`src/rtl/uart_fifo_ext.sv`:
```
// Synchronous single-clock FIFO with level-derived status flags, sticky error flags and flush.
// Reads are registered (1-cycle latency) or first-word-fall-through, and a write into a full FIFO is accepted only when a read frees a slot in the same cycle.
module uart_fifo_ext #(
    parameter int WIDTH         = 9,
    parameter int DEPTH         = 128,
    parameter int FWFT          = 0,
    parameter int AFULL_THRESH  = DEPTH - 4,
    parameter int AEMPTY_THRESH = 4,
    localparam int L            = $clog2(DEPTH) + 1
) (
    input  logic             i_clk,
    input  logic             i_rst,
    input  logic             i_flush,
    input  logic             i_wr_en,
    input  logic [WIDTH-1:0] i_wr_data,
    input  logic             i_rd_en,
    output logic [WIDTH-1:0] o_rd_data,
    output logic             o_rd_valid,
    output logic             o_empty,
    output logic             o_full,
    output logic             o_almost_empty,
    output logic             o_almost_full,
    output logic [L-1:0]     o_level,
    output logic             o_overflow,
    output logic             o_underflow,
    input  logic             i_clr_err
);

    localparam int AW = $clog2(DEPTH);
    localparam logic [L-1:0] LVL_FULL = L'(DEPTH);
    localparam logic [L-1:0] LVL_AF   = L'(AFULL_THRESH);
    localparam logic [L-1:0] LVL_AE   = L'(AEMPTY_THRESH);

    logic [WIDTH-1:0] ram [DEPTH];
    logic [AW-1:0]    wr_ptr;
    logic [AW-1:0]    rd_ptr;
    logic [L-1:0]     level;
    logic             empty;
    logic             full;
    logic             rd_acc;
    logic             wr_acc;
    logic             overflow_q;
    logic             underflow_q;

    // Flags come only from the registered level; only reset may mask them.
    assign empty = (level == '0);
    assign full  = (level == LVL_FULL);

    always_comb begin
        rd_acc = i_rd_en & ~empty;
        wr_acc = i_wr_en & (~full | rd_acc);
    end

    always_ff @(posedge i_clk) begin
        if (i_rst) begin
            wr_ptr <= '0;
            rd_ptr <= '0;
            level  <= '0;
        end else if (i_flush) begin
            wr_ptr <= '0;
            rd_ptr <= '0;
            level  <= '0;
        end else begin
            if (wr_acc) wr_ptr <= wr_ptr + AW'(1);
            if (rd_acc) rd_ptr <= rd_ptr + AW'(1);
            case ({wr_acc, rd_acc})
                2'b10:   level <= level + L'(1);
                2'b01:   level <= level - L'(1);
                default: level <= level;
            endcase
        end
    end

    // A new error in the same cycle as a clear keeps the flag set.
    always_ff @(posedge i_clk) begin
        if (i_rst) begin
            overflow_q  <= 1'b0;
            underflow_q <= 1'b0;
        end else if (!i_flush) begin
            if (i_wr_en && !wr_acc)  overflow_q <= 1'b1;
            else if (i_clr_err)      overflow_q <= 1'b0;
            if (i_rd_en && empty)    underflow_q <= 1'b1;
            else if (i_clr_err)      underflow_q <= 1'b0;
        end
    end

    always_ff @(posedge i_clk) begin
        if (!i_rst && !i_flush && wr_acc) ram[wr_ptr] <= i_wr_data;
    end

    generate
        if (FWFT != 0) begin : g_fwft
            assign o_rd_data  = ram[rd_ptr];
            assign o_rd_valid = ~empty & ~i_rst & ~i_flush;
        end else begin : g_reg
            logic [WIDTH-1:0] rd_data_q;
            logic             rd_valid_q;

            always_ff @(posedge i_clk) begin
                if (i_rst || i_flush) begin
                    rd_valid_q <= 1'b0;
                end else begin
                    rd_valid_q <= rd_acc;
                    if (rd_acc) rd_data_q <= ram[rd_ptr];
                end
            end

            assign o_rd_data  = rd_data_q;
            assign o_rd_valid = rd_valid_q;
        end
    endgenerate

    assign o_empty        = empty;
    assign o_full         = full & ~i_rst;
    assign o_almost_empty = (level <= LVL_AE);
    assign o_almost_full  = (level >= LVL_AF) & ~i_rst;
    assign o_level        = level;
    assign o_overflow     = overflow_q;
    assign o_underflow    = underflow_q;

endmodule

```
`config.mk`:
```
export PLATFORM = sky130hd
export DESIGN_NAME = uart_fifo_ext
export DESIGN_NICKNAME = d
export VERILOG_FILES = /design/src/rtl/uart_fifo_ext.sv
export SDC_FILE = /design/constraint.sdc
export NUM_CORES = 1
export LEC_CHECK = 0
export BUFFER_PORTS_ARGS = -buffer_cell sky130_fd_sc_hd__buf_2
export CORE_UTILIZATION = 45
export DETAILED_ROUTE_END_ITERATION = 8
export PLACE_DENSITY = 0.63
export SETUP_SLACK_MARGIN = 0.5
export SLEW_MARGIN = 20
export SYNTH_ARGS = -nofsm -noshare
export SYNTH_HDL_FRONTEND = slang
export SYNTH_SLANG_ARGS = --single-unit
```
`constraint.sdc`:
```
create_clock -name i_clk -period 3.2 [get_ports i_clk]
set_input_delay 0.64 -clock i_clk [delete_from_list [all_inputs] [get_ports i_clk]]
set_output_delay 0.64 -clock i_clk [all_outputs]
set_load 0.03 [all_outputs]
```
==> metrics.txt, run 1 <==
# TYPE chip_impl_metric gauge
chip_impl_info{name="run_status",value="complete, no violations"} 1
chip_impl_metric{name="grt.overflow.total",unit=""} 0
chip_impl_metric{name="area.growth.synth_to_final",unit="%"} 17.1
chip_impl_metric{name="drc",unit=""} 0
chip_impl_metric{name="vias",unit=""} 23700
chip_impl_metric{name="finalHoldViolCount",unit=""} 0
chip_impl_metric{name="grt_pass1_wl",unit="um"} 170000
chip_impl_info{name="start_kind",value="flip-flop"} 1
chip_impl_metric{name="final-instance-count-excl-fill",unit=""} 3998
chip_impl_info{name="endpoint_type_of_the_worst_setup_path",value="flip-flop"} 1
chip_impl_metric{name="start_util",unit=""} 0.455
chip_impl_metric{name="max_clk_rate",unit="GHz"} 0.354
chip_impl_metric{name="post_route_cells_drive_above_1_share",unit=""} 0.325
chip_impl_metric{name="post-synth-top-area-fraction",unit=""} 0.749
chip_impl_info{name="rsz0062_at_grt",value="true"} 1
chip_impl_info{name="worst_path_cell_with_the_longest_stage_delay",value="mux4_2"} 1
chip_impl_metric{name="grt_pass1_vias",unit=""} 24000
chip_impl_metric{name="die_h",unit="um"} 324
chip_impl_metric{name="synth_enable_flop_cells",unit=""} 1161
chip_impl_metric{name="critPathMaxFanout",unit=""} 11
chip_impl_info{name="crit_path_cell_trace",value="buf_12 > buf_16 > mux4_2 > mux4_2 > a22o_1 > nor4_4 > a31oi_1"} 1
chip_impl_info{name="critical_setup_path_class",value="flip-flop to flip-flop"} 1
chip_impl_metric{name="placement.io_buffers",unit=""} 38
chip_impl_metric{name="numClockSinks",unit=""} 1186
chip_impl_metric{name="placed_area",unit="um2"} 49500
chip_impl_metric{name="layout_worst_path_cycle_share",unit=""} 0.883
chip_impl_metric{name="dp_cells",unit=""} 3709
chip_impl_metric{name="netlist_area",unit="um2"} 46500
chip_impl_metric{name="ys_seq_area_frac",unit=""} 0.760
chip_impl_metric{name="setup-violations-final",unit=""} 0
chip_impl_metric{name="period_needed",unit="ns"} 2.83
chip_impl_info{name="synth-main-ff-cell",value="edfxtp_1"} 1
chip_impl_metric{name="irDropWorstVdd",unit="uV"} 447
chip_impl_metric{name="total_of_flip_flops_plus_latches_after_synthesis",unit=""} 1186
chip_impl_metric{name="design.die.area",unit="um2"} 105000
chip_impl_metric{name="rows",unit=""} 117
chip_impl_metric{name="synth.lib_cells_used.distinct",unit=""} 64
chip_impl_info{name="cts_tree",value="built"} 1
chip_impl_metric{name="final_design_area_no_fill",unit="um2"} 54500
chip_impl_metric{name="slew_headroom",unit=""} 0.355
chip_impl_metric{name="floorplan.die.width",unit="um"} 324
chip_impl_metric{name="cts-htree-levels",unit=""} 3
chip_impl_metric{name="timing.setup.tns",unit="ns"} 0
chip_impl_metric{name="final_max_slew_viol_count",unit=""} 0
chip_impl_metric{name="worstPathArrival",unit="ns"} 3.24
chip_impl_metric{name="synthesis.instances",unit=""} 2241
chip_impl_metric{name="multiInputGateArea",unit="um2"} 10700
chip_impl_metric{name="floorplan.io_pins",unit=""} 39
chip_impl_metric{name="power-per-cell-area",unit="nW/um2"} 576
chip_impl_metric{name="initialDrtViolationCount",unit=""} 2824
chip_impl_metric{name="syn_nets",unit=""} 2260
chip_impl_info{name="yosys-top-cells-area",value="edfxtp_1 (75%), mux4_2 (14%), mux2i_1 (2.1%), nor2_1 (1.6%), dfxtp_1 (1.1%)"} 1
chip_impl_metric{name="clkLatencyLatePin",unit="ns"} 0.71
chip_impl_metric{name="dp_hpwl",unit="um"} 72800
chip_impl_metric{name="skew",unit="ns"} 0.0367
chip_impl_metric{name="cap_violations",unit=""} 0
chip_impl_metric{name="globalplace.congestion",unit=""} 0.877
chip_impl_metric{name="ys.warnings.count",unit=""} 0
chip_impl_metric{name="ys_async_sr_fraction",unit=""} 0
chip_impl_metric{name="pin_count_of_the_biggest_net_entering_global_routing",unit=""} 85
chip_impl_metric{name="drt-wirelength-per-cell",unit="um"} 29.7
chip_impl_metric{name="drt_wl_total",unit="um"} 119000
chip_impl_metric{name="worst_path_required_time",unit="ns"} 3.61
chip_impl_metric{name="finalNetCount",unit=""} 2549
chip_impl_metric{name="final_antenna_net_count",unit=""} 0
chip_impl_info{name="synth_largest_area_cell",value="edfxtp_1"} 1
chip_impl_metric{name="clkTransAtPathRegs",unit="ns"} 0.06
chip_impl_info{name="clock_tree.root_cell",value="clkbuf_16"} 1
chip_impl_metric{name="clockBufferDepth",unit=""} 3
chip_impl_metric{name="cts_hold_repair.buffers",unit=""} 0
chip_impl_metric{name="design.core.area",unit="um2"} 102000
chip_impl_info{name="cell_occurring_most_often_along_the_worst_timing_path",value="mux4_2"} 1
chip_impl_metric{name="number_of_buffers_created_by_cts",unit=""} 114
chip_impl_metric{name="critical-path-max-stage-delay",unit="ns"} 0.55
chip_impl_metric{name="total_power",unit="W"} 0.0314
chip_impl_metric{name="total_leakage_power",unit="nW"} 16.9
chip_impl_metric{name="via_per_instance_ratio",unit=""} 5.92
chip_impl_metric{name="synth.avg_cell_area",unit="um2"} 20.8
chip_impl_metric{name="num-fill-cells",unit=""} 7897
chip_impl_metric{name="tritonroute_pass_1_iters",unit=""} 5
chip_impl_info{name="hold_class",value="input pin to flip-flop"} 1
chip_impl_metric{name="initial_antenna_violation_count",unit=""} 2
chip_impl_metric{name="gr-usage-all-layers",unit=""} 0.229
chip_impl_metric{name="slew_of_the_pin_with_the_lowest_slew_margin",unit="ns"} 0.968
chip_impl_metric{name="ff_latch_area",unit="um2"} 35400
## layout by cell type, fill, tap and decap left out, drive strengths merged, types with 3 or more instances in the layout
cell type	synthesis	routed
a2111oi	6	6
a211oi	19	19
a21oi	20	20
a221oi	3	3
a22o	3	3
a22oi	18	18
a311oi	5	5
a31oi	6	6
and2	4	4
and3	4	4
buf	90	295
bufbuf	0	7
bufinv	0	10
clkbuf	40	137
clkinv	1	59
clkinvlp	0	4
dfxtp	25	25
edfxtp	1161	1161
ha	4	4
inv	6	12
mux2	9	9
mux2i	96	96
mux4	284	284
nand2	54	54
nand2b	5	5
nand3	23	23
nand3b	4	4
nand4	7	7
nor2	193	193
nor2b	22	22
nor3	26	26
nor4	5	5
o211ai	3	3
o21ai	20	20
o221ai	8	8
o22ai	19	19
or3	5	5
xnor2	12	12
xor2	7	7
## synthesized netlist by cell type, drive strengths merged (3+ instances only)
| master | count |
|---|---|
| dfxtp | 25 |
| clkbuf | 40 |
| nand3b | 4 |
| nor4 | 5 |
| a22oi | 18 |
| xnor2 | 12 |
| nand2 | 54 |
| a21oi | 20 |
| a311oi | 5 |
| ha | 4 |
| or3 | 5 |
| o211ai | 3 |
| and2 | 4 |
| nand4 | 7 |
| mux2 | 9 |
| o21ai | 20 |
| o22ai | 19 |
| nor3 | 26 |
| nor2b | 22 |
| a211oi | 19 |
| nand2b | 5 |
| a31oi | 6 |
| o221ai | 8 |
| xor2 | 7 |
| mux2i | 96 |
| buf | 90 |
| edfxtp | 1161 |
| and3 | 4 |
| nand3 | 23 |
| a2111oi | 6 |
| a22o | 3 |
| inv | 6 |
| a221oi | 3 |
| mux4 | 284 |
| nor2 | 193 |
## where the power goes
group | internal [W] | leakage, nW | switching (W)
registers | 0.0170 | 10.6 | 0.0000211
logic | 0.000446 | 4.45 | 0.000645
clock network | 0.00743 | 1.78 | 0.00577
total | 0.0249 | 16.9 | 0.00644
## what timing repair did
| item | CTS | global route |
|---|---|---|
| setup endpoints to repair | 294 | 640 |
| gates cloned | 8 | 1 |
| resized for setup | 61 | 66 |
| setup buffers | 32 | 32 |
| pin swaps | 4 | 8 |
## per-stage QoR
stage	hold WS (ns)	setup WS (ns)	utilization
final	0.166	0.374	0.533
after CTS	0.133	0.345	0.528
after global routing	0.179	0.336	0.533
after global placement	0.484	0.161	0.484
after detailed placement	0.485	0.168	0.484
after floorplan	0.586	0.484	-
## path summary, 6_finish.rpt
path / from / slack (ns) / to / depth (start not counted)
max reg2reg: rd_ptr[0] / 0.37 / o_rd_data[2] / 7
min reg2reg: o_overflow / 0.50 / o_overflow / 2
max: rd_ptr[0] / 0.37 / o_rd_data[2] / 7
min: i_rst / 0.17 / o_underflow / 2
## cell families after synthesis
family / after synthesis / share of synthesized area
flops: 1186 / 0.760
mux: 389 / 0.160
simple gates: 361 / 0.0345
compound gates: 145 / 0.0218
buf+inv: 137 / 0.0189
xor+xnor: 19 / 0.00358
fa+ha+maj: 4 / 0.00108
## layout make-up
type / count / share of cell area
clock inverter: 78 / 0.0120
sequential: 1186 / 0.650
tap: 1368 / 0.0314
multi-input combinational: 918 / 0.196
inverter: 7 / 0.000528
clock buffer: 136 / 0.0547
antenna: 2 / 0.0000919
timing repair buffer: 303 / 0.0562
## sequential cells by signal (all words and copies together) (netlist names)
register,cells
rd_ptr,7
ram,1152
o_rd_valid,1
o_level,8
wr_ptr,7
o_underflow,1
o_overflow,1
o_rd_data,9
## per-layer routing
metal	GRT usage	vias to the layer above	share of wire	wire length, um
li1	-	9863	-	-
met1	0.309	12500	0.40	47700
met2	0.368	1096	0.49	57700
met3	0.0557	174	0.086	10300
met4	0.0731	4	0.025	3000
met5	0	-	0.00023	27
## critical path: cells and delay by family (launching register included)
| kind | cells | cell delay (ns) |
|---|---|---|
| AOI/OAI and AO/OA | 2 | 0.39 |
| buffers and inverters | 2 | 0.30 |
| DFF | 1 | 0.41 |
| muxes | 2 | 1.10 |
| and+or+nand+nor | 1 | 0.32 |
Note: power is estimated with default switching activity, not from simulation.
==> run 2: changes to the inputs <==
--- a/config.mk
+++ b/config.mk
@@ -5,9 +5,10 @@
 export SDC_FILE = /design/constraint.sdc
 export NUM_CORES = 1
 export LEC_CHECK = 0
-export BUFFER_PORTS_ARGS = -buffer_cell sky130_fd_sc_hd__buf_2
 export CORE_UTILIZATION = 45
+export CTS_CLUSTER_SIZE = 10
 export DETAILED_ROUTE_END_ITERATION = 8
+export DONT_BUFFER_PORTS = 1
 export PLACE_DENSITY = 0.63
 export SETUP_SLACK_MARGIN = 0.5
 export SLEW_MARGIN = 20
==> run 2 against run 1 <==
Routed wire length fell by 1.9%. Final cell count fell by 3.0%. Critical path depth rose by 3. Largest cell class unchanged. Highest routed layer is now met4. Clock skew fell by 0.013 ns.
==> metrics.txt, run 2 (same netlist as run 1, synthesis figures left out) <==
# TYPE chip_impl_metric gauge
chip_impl_metric{name="power-per-cell-area",unit="nW/um2"} 585
chip_impl_metric{name="clockBufferDepth",unit=""} 3
chip_impl_metric{name="pin_count_of_the_biggest_net_entering_global_routing",unit=""} 129
chip_impl_metric{name="finalHoldViolCount",unit=""} 0
chip_impl_metric{name="setup-violations-final",unit=""} 0
chip_impl_info{name="final_cell_mix",value="edfxtp_1 (1161), mux4_2 (284), buf_4 (153)"} 1
chip_impl_metric{name="vias",unit=""} 23400
chip_impl_metric{name="numClockSinks",unit=""} 1186
chip_impl_metric{name="tritonroute_pass_1_iters",unit=""} 5
chip_impl_metric{name="total_leakage_power",unit="nW"} 16.5
chip_impl_metric{name="slew_of_the_pin_with_the_lowest_slew_margin",unit="ns"} 1.11
chip_impl_metric{name="grt_pass1_vias",unit=""} 23900
chip_impl_metric{name="clkLatencyLatePin",unit="ns"} 0.74
chip_impl_metric{name="max_clk_rate",unit="GHz"} 0.356
chip_impl_metric{name="drt_wl_total",unit="um"} 116000
chip_impl_metric{name="gr-usage-all-layers",unit=""} 0.225
chip_impl_metric{name="initialDrtViolationCount",unit=""} 2636
chip_impl_metric{name="floorplan.die.width",unit="um"} 324
chip_impl_metric{name="start_util",unit=""} 0.455
chip_impl_metric{name="switching_share",unit=""} 0.199
chip_impl_metric{name="hold_depth",unit=""} 0
chip_impl_info{name="start_kind",value="flip-flop"} 1
chip_impl_metric{name="rows",unit=""} 117
chip_impl_metric{name="floorplan.io_pins",unit=""} 39
chip_impl_info{name="cts_tree",value="built"} 1
chip_impl_info{name="layout_commonest_cell",value="edfxtp_1"} 1
chip_impl_metric{name="final_antenna_net_count",unit=""} 0
chip_impl_info{name="cell_occurring_most_often_along_the_worst_timing_path",value="buf_12"} 1
chip_impl_metric{name="via_per_instance_ratio",unit=""} 6.03
chip_impl_metric{name="cap_violations",unit=""} 0
chip_impl_metric{name="grt_pass1_wl",unit="um"} 168000
chip_impl_metric{name="max_ffs_per_register",unit=""} 1152
chip_impl_metric{name="area.growth.synth_to_final",unit="%"} 16.3
chip_impl_metric{name="drc",unit=""} 0
chip_impl_metric{name="final_design_area_no_fill",unit="um2"} 54100
chip_impl_metric{name="slew_headroom",unit=""} 0.255
chip_impl_metric{name="design.core.area",unit="um2"} 102000
chip_impl_metric{name="die_h",unit="um"} 324
chip_impl_metric{name="critPathMaxFanout",unit=""} 13
chip_impl_metric{name="dp_hpwl",unit="um"} 67800
chip_impl_metric{name="finalNetCount",unit=""} 2483
chip_impl_metric{name="skew",unit="ns"} 0.0238
chip_impl_metric{name="post_route_cells_drive_above_1_share",unit=""} 0.314
chip_impl_metric{name="total_switching_power",unit="W"} 0.00630
chip_impl_metric{name="worst_path_required_time",unit="ns"} 3.78
chip_impl_info{name="rsz0062_at_grt",value="true"} 1
chip_impl_metric{name="clkTransAtPathRegs",unit="ns"} 0.06
chip_impl_metric{name="placed_area",unit="um2"} 48700
chip_impl_info{name="critical_setup_path_class",value="flip-flop to flip-flop"} 1
chip_impl_metric{name="power.internal",unit="W"} 0.0254
chip_impl_metric{name="clock_power_share",unit=""} 0.434
chip_impl_info{name="run_status",value="complete, no violations"} 1
chip_impl_info{name="clock_tree.root_cell",value="clkbuf_16"} 1
chip_impl_metric{name="drt-wirelength-per-cell",unit="um"} 30.0
chip_impl_metric{name="num-fill-cells",unit=""} 7815
chip_impl_metric{name="timing.setup.tns",unit="ns"} 0
chip_impl_metric{name="initial_antenna_violation_count",unit=""} 1
chip_impl_metric{name="worstRegToRegCells",unit=""} 10
chip_impl_info{name="hold_class",value="input pin to flip-flop"} 1
chip_impl_info{name="worst_path_cell_with_the_longest_stage_delay",value="a2111oi_0"} 1
chip_impl_info{name="crit_path_cell_trace",value="buf_12 > buf_6 > buf_12 > buf_16 > buf_12 > mux4_2 > o22ai_1 > a2111oi_0 > o21ai_0 > a31oi_1"} 1
chip_impl_metric{name="final_max_slew_viol_count",unit=""} 0
chip_impl_metric{name="period_needed",unit="ns"} 2.81
chip_impl_metric{name="globalplace.congestion",unit=""} 0.833
chip_impl_metric{name="cts-htree-levels",unit=""} 4
chip_impl_metric{name="worstPathArrival",unit="ns"} 3.39
chip_impl_metric{name="critical-path-max-stage-delay",unit="ns"} 0.50
chip_impl_info{name="endpoint_type_of_the_worst_setup_path",value="flip-flop"} 1
chip_impl_info{name="largest_register",value="ram"} 1
chip_impl_metric{name="placement.io_buffers",unit=""} 0
chip_impl_metric{name="power_share_of_the_combinational_group",unit=""} 0.026
chip_impl_metric{name="power.sequential.fraction",unit=""} 0.540
chip_impl_metric{name="design.die.area",unit="um2"} 105000
chip_impl_metric{name="irDropWorstVdd",unit="uV"} 435
chip_impl_metric{name="grt.overflow.total",unit=""} 0
chip_impl_metric{name="number_of_buffers_created_by_cts",unit=""} 137
chip_impl_metric{name="layout_worst_path_cycle_share",unit=""} 0.877
## run 2: metrics by stage
step                      utilization  total power, W  hold WS (ns)  std cells  worst slack (ns)
after global placement          0.477          0.0180         0.554       3613           -0.0105
after CTS                       0.524          0.0318       0.00118       3850             0.351
after global routing            0.530          0.0324     -0.000542       3878             0.378
after floorplan                     -          0.0179         0.586       2241             0.484
after detailed placement        0.477          0.0180         0.560       3613            0.0145
final                           0.530          0.0317        0.0293       3879             0.393
## run 2: area by class of cell
| class | instances | area (um2) | share of cell area |
|---|---|---|---|
| clock buffer | 169 | 3590 | 0.0663 |
| sequential | 1186 | 35400 | 0.654 |
| multi-input combinational | 918 | 10900 | 0.201 |
| antenna | 1 | 2.50 | 0.0000462 |
| timing repair buffer | 214 | 2330 | 0.0431 |
| clock inverter | 16 | 213 | 0.00393 |
| inverter | 7 | 26.3 | 0.000485 |
| tap | 1368 | 1710 | 0.0316 |
## run 2: routing by layer
layer | track usage | share of wire | vias to the layer above
li1 | - | - | 9692
met1 | 0.310 | 0.41 | 12500
met2 | 0.356 | 0.49 | 1008
met3 | 0.0529 | 0.080 | 157
met4 | 0.0702 | 0.024 | 0
met5 | 0 | 0 | -
## run 2: critical path, delay by kind of cell (launching register included)
kind | cells | cell delay, ns
buf+inv | 5 | 0.71
compound gates | 4 | 1.22
mux | 1 | 0.35
flops | 1 | 0.35
## run 2: power groups by stage
stage,Combinational (W),Sequential (W),Clock [W]
final,0.000831,0.0171,0.0137
after global routing,0.000871,0.0171,0.0144
after CTS,0.000782,0.0171,0.0139
after detailed placement,0.000640,0.0174,0
after global placement,0.000632,0.0174,0
after floorplan,0.000479,0.0174,0
## run 2: path summary, 6_finish.rpt
check	startpoint	end	slack (ns)
worst max-delay path	rd_ptr[0]	o_rd_data[2]	0.39
worst max register to register	rd_ptr[0]	o_rd_data[2]	0.39
worst min register to register	wr_ptr[1]	wr_ptr[1]	0.58
worst min-delay path	i_wr_data[0]	ram[3][0]	0.03
## run 2: repair_timing
item                       in CTS  in global routing
setup endpoints to repair    1133                358
hold buffers                    5                  1
buffers inserted               41                 23
resized for setup              85                 89
hold endpoints to repair       20                  1
gates cloned                    6                  4
pin swaps                       9                 16
